### src/rtl/edge_event_recorder.sv
// Purpose : multi-channel edge recorder. It synchronises the inputs, detects rising and falling
//           edges per channel, and queues {wrap, rise, fall, ts} words in a show-ahead FIFO.
// Latency : an input change settled before edge k is written at edge k+2. rd_valid rises after edge k+2.
// Backpr. : rd_valid/rd_en pop handshake. If the FIFO is full and no pop happens, the event is
//           dropped and the sticky overflow flag is set.
// Ports   : clk, rst_n (async active-low); in_data/chan_en (CH bits); mode (bit0 rise, bit1 fall);
//           enable (run timestamp and record); clear (synchronous flush); rd_en/rd_valid/rd_data
//           (FIFO head); level (stored word count); overflow (sticky drop flag).
module edge_event_recorder #(
  parameter int CH    = 4,
  parameter int TS_W  = 8,
  parameter int DEPTH = 8
) (
  input  logic                         clk,
  input  logic                         rst_n,
  input  logic [CH-1:0]                in_data,
  input  logic [CH-1:0]                chan_en,
  input  logic [1:0]                   mode,
  input  logic                         enable,
  input  logic                         clear,
  input  logic                         rd_en,
  output logic                         rd_valid,
  output logic [2*CH+TS_W:0]           rd_data,
  output logic [$clog2(DEPTH+1)-1:0]   level,
  output logic                         overflow
);
  localparam int W  = 1 + 2*CH + TS_W;
  localparam int AW = $clog2(DEPTH);
  localparam int LW = $clog2(DEPTH+1);

  logic [CH-1:0]   s1, s2, prev;
  logic [TS_W-1:0] ts;
  logic            wrap_pending;
  logic [AW-1:0]   wr_ptr, rd_ptr;
  logic [W-1:0]    mem [DEPTH];

  logic [CH-1:0]   rise, fall;
  logic            evt, full, pop, wr, drop, ts_wrap;

  // The synchroniser and prev always track the inputs. Edges seen while disabled are therefore
  // consumed and never reported later.
  always_ff @(posedge clk or negedge rst_n) begin
    if (!rst_n) begin
      s1   <= '0;
      s2   <= '0;
      prev <= '0;
    end else begin
      s1   <= in_data;
      s2   <= s1;
      prev <= s2;
    end
  end

  assign rise     = s2 & ~prev & chan_en & {CH{mode[0]}};
  assign fall     = ~s2 & prev & chan_en & {CH{mode[1]}};
  assign evt      = enable & |(rise | fall);

  assign rd_valid = (level != '0);
  assign full     = (level == LW'(DEPTH));
  assign pop      = rd_en & rd_valid;
  // A pop in the same cycle frees a slot, so a full FIFO can still accept the new word.
  assign wr       = evt & (~full | pop);
  assign drop     = evt & full & ~pop;
  assign ts_wrap  = enable & (ts == '1);

  always_ff @(posedge clk or negedge rst_n) begin
    if (!rst_n) begin
      ts           <= '0;
      wrap_pending <= 1'b0;
      overflow     <= 1'b0;
      wr_ptr       <= '0;
      rd_ptr       <= '0;
      level        <= '0;
    end else if (clear) begin
      ts           <= '0;
      wrap_pending <= 1'b0;
      overflow     <= 1'b0;
      wr_ptr       <= '0;
      rd_ptr       <= '0;
      level        <= '0;
    end else begin
      if (enable) ts <= ts + TS_W'(1);
      // A wrap wins over a write in the same cycle. The written word carries the old flag, and the
      // new wrap stays pending for the next word.
      if (ts_wrap)   wrap_pending <= 1'b1;
      else if (wr)   wrap_pending <= 1'b0;
      if (drop)      overflow     <= 1'b1;
      if (wr)        wr_ptr       <= wr_ptr + AW'(1);
      if (pop)       rd_ptr       <= rd_ptr + AW'(1);
      if (wr && !pop)      level <= level + LW'(1);
      else if (!wr && pop) level <= level - LW'(1);
    end
  end

  // Storage has no reset. Readers only see it through rd_valid gating.
  always_ff @(posedge clk) begin
    if (wr && !clear) mem[wr_ptr] <= {wrap_pending, rise, fall, ts};
  end

  assign rd_data = rd_valid ? mem[rd_ptr] : '0;

endmodule

### config.mk
export PLATFORM = sky130hd
export DESIGN_NAME = edge_event_recorder
export DESIGN_NICKNAME = d
export VERILOG_FILES = /design/src/rtl/edge_event_recorder.sv
export SDC_FILE = /design/constraint.sdc
export NUM_CORES = 1
export LEC_CHECK = 0
export ABC_AREA = 1
export CORE_MARGIN = 4
export CORE_UTILIZATION = 54
export CTS_CLUSTER_SIZE = 25
export DETAILED_ROUTE_END_ITERATION = 16
export GPL_TIMING_DRIVEN = 0
export PLACE_DENSITY_LB_ADDON = 0.12
export SLEW_MARGIN = 5
export SYNTH_ARGS = -nofsm -noshare
export SYNTH_HDL_FRONTEND = slang
export SYNTH_SLANG_ARGS = --single-unit
### constraint.sdc
create_clock -name clk -period 2.4 [get_ports clk]
set_clock_uncertainty 0.1 [all_clocks]
set_input_delay 0.48 -clock clk [delete_from_list [all_inputs] [get_ports clk]]
set_output_delay 0.48 -clock clk [all_outputs]
set_load 0.02 [all_outputs]
[Yosys cells after proc, flatten, opt, wreduce, memory -nomap -nowiden]
Memory sizes are Yosys's and may differ from the RTL's.
Index checks and enable logic that the tools add are counted.
Word-level totals
  register bits: 32
  bits in writable memories: 136
  input port bits: 15
  output and inout bits: 23
  logic and storage cells: 66
  memories kept: 1
Operators by class
  add/sub/neg operators: 5
  equal/unequal tests: 2
  muxes and demuxes: 17
  bitwise operators: 18
  reductions and logical operators: 14
Memory list
  mem: words 8, bits a word 17, read ports 1, clocked after memory_dff 0, write ports 1, RTL line 35  | logic [W-1:0] mem [DEPTH];
Operator list (count)
  4-bit bitwise AND: 6
  17-bit two-way mux: 1
  8-bit two-way mux: 2
  3-bit two-way mux: 4
  4-bit two-way mux: 3
  8-bit by 1-bit adder with 8-bit output (second input constant): 1
  8-bit == test (second input constant): 1
  4-bit inverter: 2
  2-bit nonzero test: 4
  1-bit two-way mux: 7
  3-bit by 1-bit adder with 3-bit output (second input constant): 2
  1-bit bitwise AND: 6
  3-bit nonzero test: 2
  4-bit by 1-bit adder with 4-bit output (second input constant): 1
  4-bit == test (second input constant): 1
  4-bit bitwise OR: 1
  4-bit nonzero test: 1
  4-bit OR reduction: 1
  4-bit by 1-bit subtractor with 4-bit output (second input constant): 1
  1-bit logical AND: 3
  1-bit zero test: 3
  1-bit inverter: 2
  1-bit bitwise OR: 1

[Depth between registers and ports, before layout]
Gate-level depths: netlist (run 1).
  word-level depth: 13
  gate-level depth with buffers: 15
  mapped depth without buffers: 15

[Worst setup path before layout (run 1)]
OpenSTA, ideal clock, no wires.
  path kind: flip-flop to flip-flop
  from: reg level[2]
  to: mem mem[1][0] (netlist bit) (enable)
  library setup time: 390 ps
  arrival: 1899 ps
  data required time: 1910 ps
  path slack: 10 ps
  cell stages (with the launch flop): 7
  buffers on the path: 0
  clock period less this slack: 2390 ps
  cells stage by stage: dfrtp_1 clkinv_1 nand3_2 nand3_4 nor2_4 nand2_1 nor2_1
Between the ends
  word-level cells in the longest chain between the ends: 7
  elaborated cells on any way between the ends: 9
  those cells by class: eq/ne (1); mux (2); bitwise (4); reduce/logical (2)
RTL lines
  from (decl): RTL line 24  | output logic [$clog2(DEPTH+1)-1:0] level,
  from (signal assigned): RTL line 90  | if (wr && !pop) level <= level + LW'(1);
  from (signal assigned): RTL line 91  | else if (!wr && pop) level <= level - LW'(1);
  4-bit nonzero test / 4-bit == test (equally long branches): RTL line 58, 59
  1-bit bitwise AND / 1-bit inverter (equally long branches): RTL line 60, 62
  1-bit bitwise OR *: RTL line 62  | assign wr = evt & (~full | pop);
  1-bit bitwise AND *: RTL line 62
  1-bit logical AND *: RTL line 97  | if (wr && !clear) mem[wr_ptr] <= {wrap_pending, rise, fall, ts};
  1-bit two-way mux *: RTL line 97
  1-bit two-way mux (implied by the code) *: RTL line 97
  to (decl): RTL line 35
Mark *: on every way between the ends. The rest lies on a longest branch, timed or not.

[Worst setup path after layout (run 1)]
  from: reg rd_ptr[0]
  to: out rd_data[16]
Between the ends
  word-level cells in the longest chain between the ends: 2
RTL lines
  from (decl): RTL line 34  | logic [AW-1:0] wr_ptr, rd_ptr;
  from (signal assigned): RTL line 89  | if (pop) rd_ptr <= rd_ptr + AW'(1);
  memory 8 x 17 bit
  17-bit two-way mux: RTL line 100  | assign rd_data = rd_valid ? mem[rd_ptr] : '0;
  to (decl): RTL line 23  | output logic [2*CH+TS_W:0] rd_data,
Every way passes these cells.

==> results of run 1 <==
## through the flow
stage          power [mW]  utilization (%)
4_1_cts              8.89             68.1
3_5_place_dp         6.07             60.6
6_report             9.12             69.8
3_3_place_gp         6.02             59.8
2_1_floorplan        4.98                -
5_1_grt              9.53             69.8
## flip-flops by register name, summed over array words and instances, names as in the netlist
name / flops
mem: 136
ts: 8
level: 4
prev: 4
s1: 4
s2: 4
rd_ptr: 3
wr_ptr: 3
overflow: 1
wrap_pending: 1
## worst max-delay path by stage
stage | from | endpoint | slack [ps] | depth (start not counted)
3_3_place_gp | mode[0] | mem[4][4]$_DFFE_PP_ | -1210 | 11
2_1_floorplan | level[2]$_DFFE_PN0P_ | mem[1][0]$_DFFE_PP_ | 10 | 6
6_report | rd_ptr[0]$_DFFE_PN0P_ | rd_data[16] | -200 | 7
4_1_cts | rd_ptr[0]$_DFFE_PN0P_ | rd_data[16] | -190 | 8
5_1_grt | rd_ptr[0]$_DFFE_PN0P_ | rd_data[4] | -260 | 9
3_5_place_dp | mode[0] | mem[2][4]$_DFFE_PP_ | -1010 | 11
## cells by family after synthesis
group | synth area share, %
simple gates | 13.3
flops | 70.2
compound gates | 11.1
buf+inv | 4.08
fa+ha+maj | 1.19
xor+xnor | 0.126
## timing repair
item	CTS	global route
setup endpoints to repair	70	89
gates resized for setup	183	50
pin swaps	19	22
setup buffers	15	13
gates cloned	3	1
## cells in the mapped netlist (all sizes together)
cell type | instances | area share [%]
edfxtp | 136 | 59
a211oi | 1 | 0.11
nor3 | 5 | 0.65
nand4 | 8 | 0.93
dfrtp | 32 | 12
ha | 5 | 0.90
nor2 | 126 | 7.3
clkbuf | 9 | 0.49
buf | 19 | 1.5
nand2 | 41 | 3.1
o21ai | 96 | 6.9
a31oi | 18 | 1.6
o21a | 1 | 0.11
o22ai | 19 | 1.7
fa | 1 | 0.29
nand3 | 9 | 1.3
clkinv | 2 | 0.11
inv | 36 | 1.9
and3 | 1 | 0.090
a21oi | 9 | 0.70
xor2 | 1 | 0.13
## layout make-up
type | count | area, um^2 | share of cell area (%)
Clock inverter | 11 | 83.8 | 0.952
Timing Repair Buffer | 72 | 707 | 8.02
Buffer | 26 | 287 | 3.25
Tap cell | 172 | 215 | 2.44
Inverter | 38 | 160 | 1.82
Multi-Input combinational cell | 341 | 2030 | 23.1
Sequential cell | 168 | 4890 | 55.5
Clock buffer | 20 | 437 | 4.96
## layer usage
layer / GRT usage, % / up-vias / share of wire [%]
li1: - / 2223 / -
met4: 7.63 / 0 / 1.6
met1: 33.5 / 2339 / 44
met2: 37.4 / 157 / 50
met5: 0 / - / 0
met3: 4.13 / 21 / 4.7
## where the power goes
part           total, mW  switching, mW  internal (mW)
logic               3.39           1.95           1.44
clock network       2.43           1.03           1.40
registers           3.30         0.0869           3.21
total               9.12           3.07           6.05
==> impl_metrics.json, run 1 <==
{
  "yosysSeqAreaShare_pct": 70.2,
  "synth_nets": 596,
  "syn_inst": 575,
  "place_ws_ps": -1010,
  "hold_class": "in2async",
  "grt_max_degree": 33,
  "drt-pass1-iter-count": 5,
  "antenna_found_initial": 0,
  "synth_seq_cells": 168,
  "start_util_pct": 55.2,
  "coreArea_um2": 12600,
  "fin_setup_tns_ps": -1920,
  "hold_viol": 0,
  "ff2ff_setup_slack_ps": 180,
  "fin_ws_ps": -201,
  "chipWidth_um": 122,
  "critPathRequiredTime_ps": 1820,
  "vias": 4740,
  "cpPeakStageDelay_ps": 470,
  "r2r_cells": 12,
  "cp-end-kind": "output port",
  "worstPathArrival_ps": 2020,
  "antenna_cells": 0,
  "fin_cells": 848,
  "slew_headroom_pct": 52.8,
  "status": "finished with violations",
  "die_h_um": 122,
  "dp_cells": 790,
  "path_class": "reg2out",
  "post-route-period-util_pct": 108,
  "insertion_delay_ps": 420,
  "rows": 41,
  "final_common_cell": "edfxtp_1",
  "path_clk_slew_ps": 60,
  "peakVddDrop_mv": 0.663,
  "synth.distinct_cells": 36,
  "cts_buffers": 17,
  "fillers": 911,
  "p_leak_nw": 3.33,
  "grt_pass1_vias": 4737,
  "areaGrowthSynthToFinish_pct": 26.5,
  "vias_per_cell": 5.59,
  "antenna_left": 0,
  "die_area_um2": 14800,
  "powerDensity_nw_per_um2": 1040,
  "io_pins": 38,
  "ctsHoldBuffers": 0,
  "drv_slew": 0,
  "cts_tree": "yes",
  "cts_root_buffer": "clkbuf_16",
  "syn_area_um2": 6960,
  "wirelength_mm": 16.5,
  "clock_path_buffers": 2,
  "start_kind": "flip-flop",
  "place.gp.congestion": 0.836,
  "h-tree-depth": 4,
  "drt_first_iter_violations": 524,
  "track_usage_pct": 23.5,
  "path_buf_inv": 3,
  "violations": "setup timing",
  "tightest_slew_ps": 707,
  "yosysWarnings": 0,
  "r2r-end": "level[3]$_DFFE_PN0P_",
  "drc": 0,
  "crit_family": "compound AO/OA/AOI/OAI gates",
  "gr-total-overflow": 0,
  "mostFrequentLayoutCells": "edfxtp_1 (136), nor2_1 (105), o21ai_0 (46)",
  "hold_ws_ps": 12.6,
  "critPathMostFrequentCell": "buf_4",
  "crit_slowest_cell": "dfrtp_2",
  "fin_crit_ps": 2600,
  "hpwlAfterDp_mm": 10.4,
  "drive_gt1_share_pct": 26.8,
  "cp_max_fo": 10,
  "cts.sinks": 168,
  "rsz0062_at_grt": "yes",
  "setup_violations": 17,
  "clock.fmax_mhz": 384,
  "drv_cap": 0,
  "dpl_cell_area_um2": 7650,
  "rr_startpoint": "level[1]$_DFFE_PN0P_",
  "fin_nets": 685,
  "design_area_um2": 8810,
  "grt_pass1_wl_mm": 26.0,
  "path_cells": "clkinv_4, buf_4, nor2_1, o22ai_1, o21ai_1, a31oi_1, buf_4",
  "portBuffers": 37,
  "wl_per_cell_um": 19.5,
  "synth_area_per_cell_um2": 12.1
}
Power figures use the tool's default switching activity.
==> run 2: changes to the inputs <==
--- a/config.mk
+++ b/config.mk
@@ -5,13 +5,12 @@
 export SDC_FILE = /design/constraint.sdc
 export NUM_CORES = 1
 export LEC_CHECK = 0
-export ABC_AREA = 1
 export CORE_MARGIN = 4
-export CORE_UTILIZATION = 54
+export CORE_UTILIZATION = 53
 export CTS_CLUSTER_SIZE = 25
 export DETAILED_ROUTE_END_ITERATION = 16
 export GPL_TIMING_DRIVEN = 0
-export PLACE_DENSITY_LB_ADDON = 0.12
+export PLACE_DENSITY_LB_ADDON = 0.15
 export SLEW_MARGIN = 5
 export SYNTH_ARGS = -nofsm -noshare
 export SYNTH_HDL_FRONTEND = slang
==> constraint.sdc (replaced) <==
create_clock -name clk -period 2.32 [get_ports clk]
set_clock_uncertainty 0.1 [all_clocks]
set_input_delay 0.464 -clock clk [delete_from_list [all_inputs] [get_ports clk]]
set_output_delay 0.464 -clock clk [all_outputs]
set_load 0.02 [all_outputs]
==> impl_metrics.json, run 2 <==
{
  "antenna_left": 0,
  "synth_compound_area_share_pct": 1.80,
  "synth_edf_count": 136,
  "drv_cap": 0,
  "yosys.cell_count.top_type": "edfxtp_1",
  "setup_violations": 157,
  "drt_first_iter_violations": 405,
  "track_usage_pct": 23.9,
  "slew_headroom_pct": 52.3,
  "violations": "setup timing",
  "wl_per_cell_um": 25.1,
  "post-route-period-util_pct": 122,
  "synth_common_cells": "edfxtp_1 (136), nor2_1 (41), mux4_2 (34)",
  "gr-total-overflow": 0,
  "coreArea_um2": 12300,
  "synthSimpleGateAreaFrac_pct": 7.55,
  "hold_class": "reg2reg",
  "fin_setup_tns_ps": -58620,
  "peakVddDrop_mv": 0.831,
  "cts.sinks": 168,
  "synth-xor-area-share_pct": 1.17,
  "synth_top_area_cell": "edfxtp_1",
  "synth_top_family_by_area": "multiplexers",
  "fin_cells": 691,
  "worstPathArrival_ps": 2870,
  "cp_max_fo": 8,
  "antenna_found_initial": 0,
  "async_flop_share_pct": 19.0,
  "vias_per_cell": 5.88,
  "start_util_pct": 55.1,
  "tightest_slew_ps": 715,
  "final-seq-area_um2": 4890,
  "grt_pass1_wl_mm": 25.2,
  "clkPwrFrac_pct": 28.6,
  "path_clk_slew_ps": 60,
  "rsz0062_at_grt": "yes",
  "p_switching_mw": 2.94,
  "critPathRequiredTime_ps": 2350,
  "place.gp.congestion": 0.811,
  "synth_area_per_cell_um2": 17.8,
  "largest_reg_flops": 136,
  "areaGrowthSynthToFinish_pct": 36.2,
  "die_area_um2": 14600,
  "status": "finished with violations",
  "drc": 0,
  "synth_mux_area_share_pct": 14.6,
  "chipWidth_um": 121,
  "cp-end-kind": "flip-flop",
  "mostFrequentLayoutCells": "edfxtp_1 (136), nor2_1 (38), buf_4 (38)",
  "synthAdderAreaFrac_pct": 1.22,
  "vias": 4060,
  "multi_input_area_um2": 2030,
  "die_h_um": 121,
  "insertion_delay_ps": 420,
  "io_pins": 38,
  "antenna_cells": 0,
  "synth_nets": 400,
  "synth_seq_cells": 168,
  "grt_max_degree": 33,
  "hpwlAfterDp_mm": 8.22,
  "top_regs": "mem x136, ts x8",
  "drv_slew": 0,
  "rows": 40,
  "min_path_cells": 0,
  "largest-register": "mem",
  "wirelength_mm": 17.4,
  "final_common_cell": "edfxtp_1",
  "p_seq_share_pct": 35.9,
  "p_leak_nw": 3.31,
  "clock.fmax_mhz": 353,
  "dpl_cell_area_um2": 7460,
  "yosysTopAreaCellShare_pct": 60.4,
  "drt-pass1-iter-count": 6,
  "path_class": "reg2reg",
  "syn_area_um2": 6760,
  "drive_gt1_share_pct": 42.4,
  "intPower_mw": 6.66,
  "h-tree-depth": 4,
  "p_comb_share_pct": 35.6,
  "cts_tree": "yes",
  "clock_path_buffers": 2,
  "syn_inst": 379,
  "dp_cells": 582,
  "powerDensity_nw_per_um2": 1040,
  "fillers": 699,
  "grt_pass1_vias": 4166,
  "start_kind": "flip-flop",
  "yosysSeqAreaShare_pct": 72.3,
  "fin_crit_ps": 2830,
  "cts_buffers": 17,
  "yosysWarnings": 0,
  "fin_nets": 531,
  "finalPower_mw": 9.60,
  "cts_root_buffer": "clkbuf_16",
  "synthTopCellsByArea": "edfxtp_1 (60%), dfrtp_1 (12%), mux4_2 (11%)",
  "design_area_um2": 9210,
  "synth_flop_cell": "edfxtp_1",
  "portBuffers": 34,
  "r2r_cells": 11,
  "hold_viol": 0,
  "fin_ws_ps": -514,
  "synth.distinct_cells": 41,
  "p_sw_share_pct": 30.6
}
==> run 2: cell types whose count changed after synthesis, moves of 15 or more <==
cell,change
o22ai_1,-18
o21ai_1,-34
o21ai_0,-56
a31oi_1,-15
mux2i_1,+20
mux4_2,+34
inv_1,-28
nor2_1,-79
nand2_1,-16
==> run 2: per-layer routing <==
metal  vias to the layer above  global-route usage (%)  wire [um]
li1                       1760                       -          -
met1                      2104                    32.3       6960
met2                       167                    38.2       8780
met3                        29                    5.45       1180
met4                         0                    9.49        451
met5                         -                       0          0
==> run 2: power groups by stage <==
stage	clock [mW]	sequential [mW]	combinational (mW)
after floorplan	0	3.50	1.55
after global placement	0	3.48	2.42
after detailed placement	0	3.49	2.46
after CTS	2.73	3.45	3.04
after global routing	2.91	3.45	3.65
final	2.74	3.44	3.41
==> run 2: per-stage QoR <==
| step | setup WS [ps] | hold slack, ps | utilization, % |
|---|---|---|---|
| 2_1_floorplan | -467 | 68.4 | - |
| 3_3_place_gp | -1540 | 232 | 60.8 |
| 3_5_place_dp | -1440 | 235 | 60.9 |
| 4_1_cts | -513 | 249 | 72.5 |
| 5_1_grt | -621 | 253 | 75.1 |
| 6_report | -514 | 247 | 75.1 |
==> run 2: path summary, 6_finish.rpt <==
kind / startpoint / end / slack, ps
setup / recovery: s2[0]$_DFF_PN0_ / mem[4][8]$_DFFE_PP_ / -510
hold / removal: s1[1]$_DFF_PN0_ / s2[1]$_DFF_PN0_ / 250
setup reg to reg: s2[0]$_DFF_PN0_ / mem[4][8]$_DFFE_PP_ / -510
hold reg to reg: s1[1]$_DFF_PN0_ / s2[1]$_DFF_PN0_ / 250
max in group asynchronous: rst_n / level[3]$_DFFE_PN0P_ / 1080
min in group asynchronous: rst_n / ts[1]$_DFFE_PN0P_ / 520
==> run 2: cells by family after synthesis <==
family / Yosys count
AOI/OAI and AO/OA: 21
xor gates and xnor gates: 9
adders and majority gates: 6
buffers and inverters: 23
DFF: 168
muxes: 56
and+or+nand+nor: 96
==> run 2: repair_timing <==
item | 4_1_cts | 5_1_grt
buffers inserted | 55 | 14
gates resized for setup | 138 | 45
hold buffers | 1 | 0
pin swaps | 29 | 22
gates cloned | 8 | 4
endpoints found under the hold margin | 4 | 0
setup endpoints to repair | 160 | 161
==> run 2: cell type report <==
cell class | count | area share, %
inverter | 4 | 0.163
buffer | 16 | 1.55
timing repair buffer | 115 | 14.6
clock inverter | 9 | 0.652
tap | 168 | 2.28
clock buffer | 23 | 5.60
multi-input combinational | 188 | 22.1
sequential | 168 | 53.1
==> run 2: worst max-delay path: stages, from the launching register on <==
cell	delay [ps]
dfrtp_1	390
and4b_4	330
or4_4	140
o21a_4	150
buf_8	100
buf_4	110
buf_6	90
buf_4	100
nand3_4	100
buf_6	170
nor4_4	460
clkbuf_16	290
==> run 3: changes to the inputs <==
--- a/config.mk
+++ b/config.mk
@@ -6,12 +6,13 @@
 export NUM_CORES = 1
 export LEC_CHECK = 0
 export CORE_MARGIN = 4
-export CORE_UTILIZATION = 53
+export CORE_UTILIZATION = 56
+export CTS_BUF_LIST = sky130_fd_sc_hd__clkbuf_4
 export CTS_CLUSTER_SIZE = 25
 export DETAILED_ROUTE_END_ITERATION = 16
+export GPL_ROUTABILITY_DRIVEN = 1
 export GPL_TIMING_DRIVEN = 0
 export PLACE_DENSITY_LB_ADDON = 0.15
-export SLEW_MARGIN = 5
 export SYNTH_ARGS = -nofsm -noshare
 export SYNTH_HDL_FRONTEND = slang
 export SYNTH_SLANG_ARGS = --single-unit
==> impl_metrics.json, run 3 (synthesized netlist as in run 2, its figures left out) <==
{
  "status": "finished with violations",
  "violations": "setup timing",
  "peakVddDrop_mv": 0.950,
  "path_class": "in2reg",
  "gr-total-overflow": 0,
  "drc": 0,
  "mostFrequentLayoutCells": "edfxtp_1 (136), buf_4 (53), nor2_1 (38)",
  "cts.sinks": 168,
  "grt_pass1_vias": 4270,
  "fin_util_pct": 78.1,
  "place.gp.congestion": 0.804,
  "largest_reg_flops": 136,
  "drv_slew": 0,
  "hold_viol": 0,
  "dpl_cell_area_um2": 7420,
  "portBuffers": 34,
  "cts_tree": "yes",
  "antenna_left": 0,
  "grt_pass1_wl_mm": 25.7,
  "cts_root_buffer": "clkbuf_4",
  "insertion_delay_ps": 560,
  "start_kind": "primary input",
  "hold_class": "in2reg",
  "tightest_slew_ps": 750,
  "vias": 4254,
  "p_leak_nw": 3.25,
  "place_ws_ps": -1630,
  "worstPathArrival_ps": 3300,
  "drive_gt1_share_pct": 44.8,
  "areaGrowthSynthToFinish_pct": 34.2,
  "drt-pass1-iter-count": 4,
  "wirelength_mm": 18.1,
  "fin_nets": 548,
  "start_util_pct": 58.2,
  "clock.fmax_mhz": 334,
  "largest-register": "mem",
  "chipWidth_um": 118,
  "die_h_um": 118,
  "cts_buffers": 17,
  "io_pins": 38,
  "fin_setup_tns_ps": -84010,
  "top_regs": "mem x136, ts x8",
  "vias_per_cell": 6.23,
  "ff2ff_setup_slack_ps": -640,
  "slew_headroom_pct": 50.0,
  "design_area_um2": 9070,
  "final_common_cell": "edfxtp_1",
  "clock_path_buffers": 2,
  "powerDensity_nw_per_um2": 950,
  "fin_crit_ps": 2990,
  "drt_first_iter_violations": 448,
  "h-tree-depth": 4,
  "wl_per_cell_um": 26.4,
  "grt_max_degree": 33,
  "track_usage_pct": 25.4,
  "critPathRequiredTime_ps": 2630,
  "cp-end-kind": "flip-flop",
  "antenna_found_initial": 0,
  "die_area_um2": 13900,
  "cp_max_fo": 4,
  "coreArea_um2": 11600,
  "antenna_cells": 0,
  "setup_violations": 160,
  "hpwlAfterDp_mm": 7.95,
  "fin_ws_ps": -675,
  "post-route-period-util_pct": 129,
  "path_clk_slew_ps": 150,
  "drv_cap": 0,
  "rows": 39,
  "rsz0062_at_grt": "yes"
}
run 3: worst max-delay path: stages:
cell and delay [ps]:
clkdlybuf4s50_1 490, and4b_2 300, or4_4 560, o21a_4 230, buf_8 130, nand2_8 80
buf_6 100, inv_2 30, fa_2 530, nor2_1 50, o21ai_1 210, a31oi_1 140
run 3: stage by stage:
stage	hold WS (ps)	total power, mW	cells
global route	152	8.99	683
floorplan	68.4	5.05	379
finish	221	8.62	683
global placement	232	5.90	556
detailed placement	236	5.94	556
CTS	188	8.03	654
run 3: power by group:
group	internal [mW]	total (mW)	switching (mW)	leakage, nW
Clock	0.680	1.77	1.09	0.164
Combinational	1.74	3.40	1.66	1.43
Sequential	3.32	3.44	0.124	1.65
run 3: cell type report:
type                       instances  area (um^2)
sequential                       168         4890
clock buffer                      18          135
inverter                           4         15.0
clock inverter                    14          158
multi-input combinational        188         2030
fill                             589         2540
buffer                            16          148
timing repair buffer             132         1520
tap                              143          179
run 3: path summary, 6_finish.rpt:
| kind | startpoint | end | cells past startpoint |
|---|---|---|---|
| max | mode[1] | level[1]$_DFFE_PN0P_ | 12 |
| min | in_data[1] | s1[1]$_DFF_PN0_ | 1 |
| max reg2reg | s2[3]$_DFF_PN0_ | level[1]$_DFFE_PN0P_ | 11 |
| min reg2reg | s1[0]$_DFF_PN0_ | s2[0]$_DFF_PN0_ | 0 |
| max in group asynchronous | rst_n | level[1]$_DFFE_PN0P_ | 2 |
| min in group asynchronous | rst_n | level[3]$_DFFE_PN0P_ | 2 |
run 3: routing by layer:
layer  vias to the layer above  GRT usage (%)  part of all wire, %
met5                         -              0                    0
met4                         0           11.4                  3.3
met3                        52           4.90                  7.4
met2                       234           41.9                   50
met1                      2176           33.3                   39
li1                       1792              -                    -
run 3: repair_timing:
action,CTS,global route
hold buffers,1,0
pin swaps,20,23
cloned,9,3
buffers inserted,58,28
hold endpoints to repair,32,0
resized for setup,142,47
setup endpoints to repair,160,164
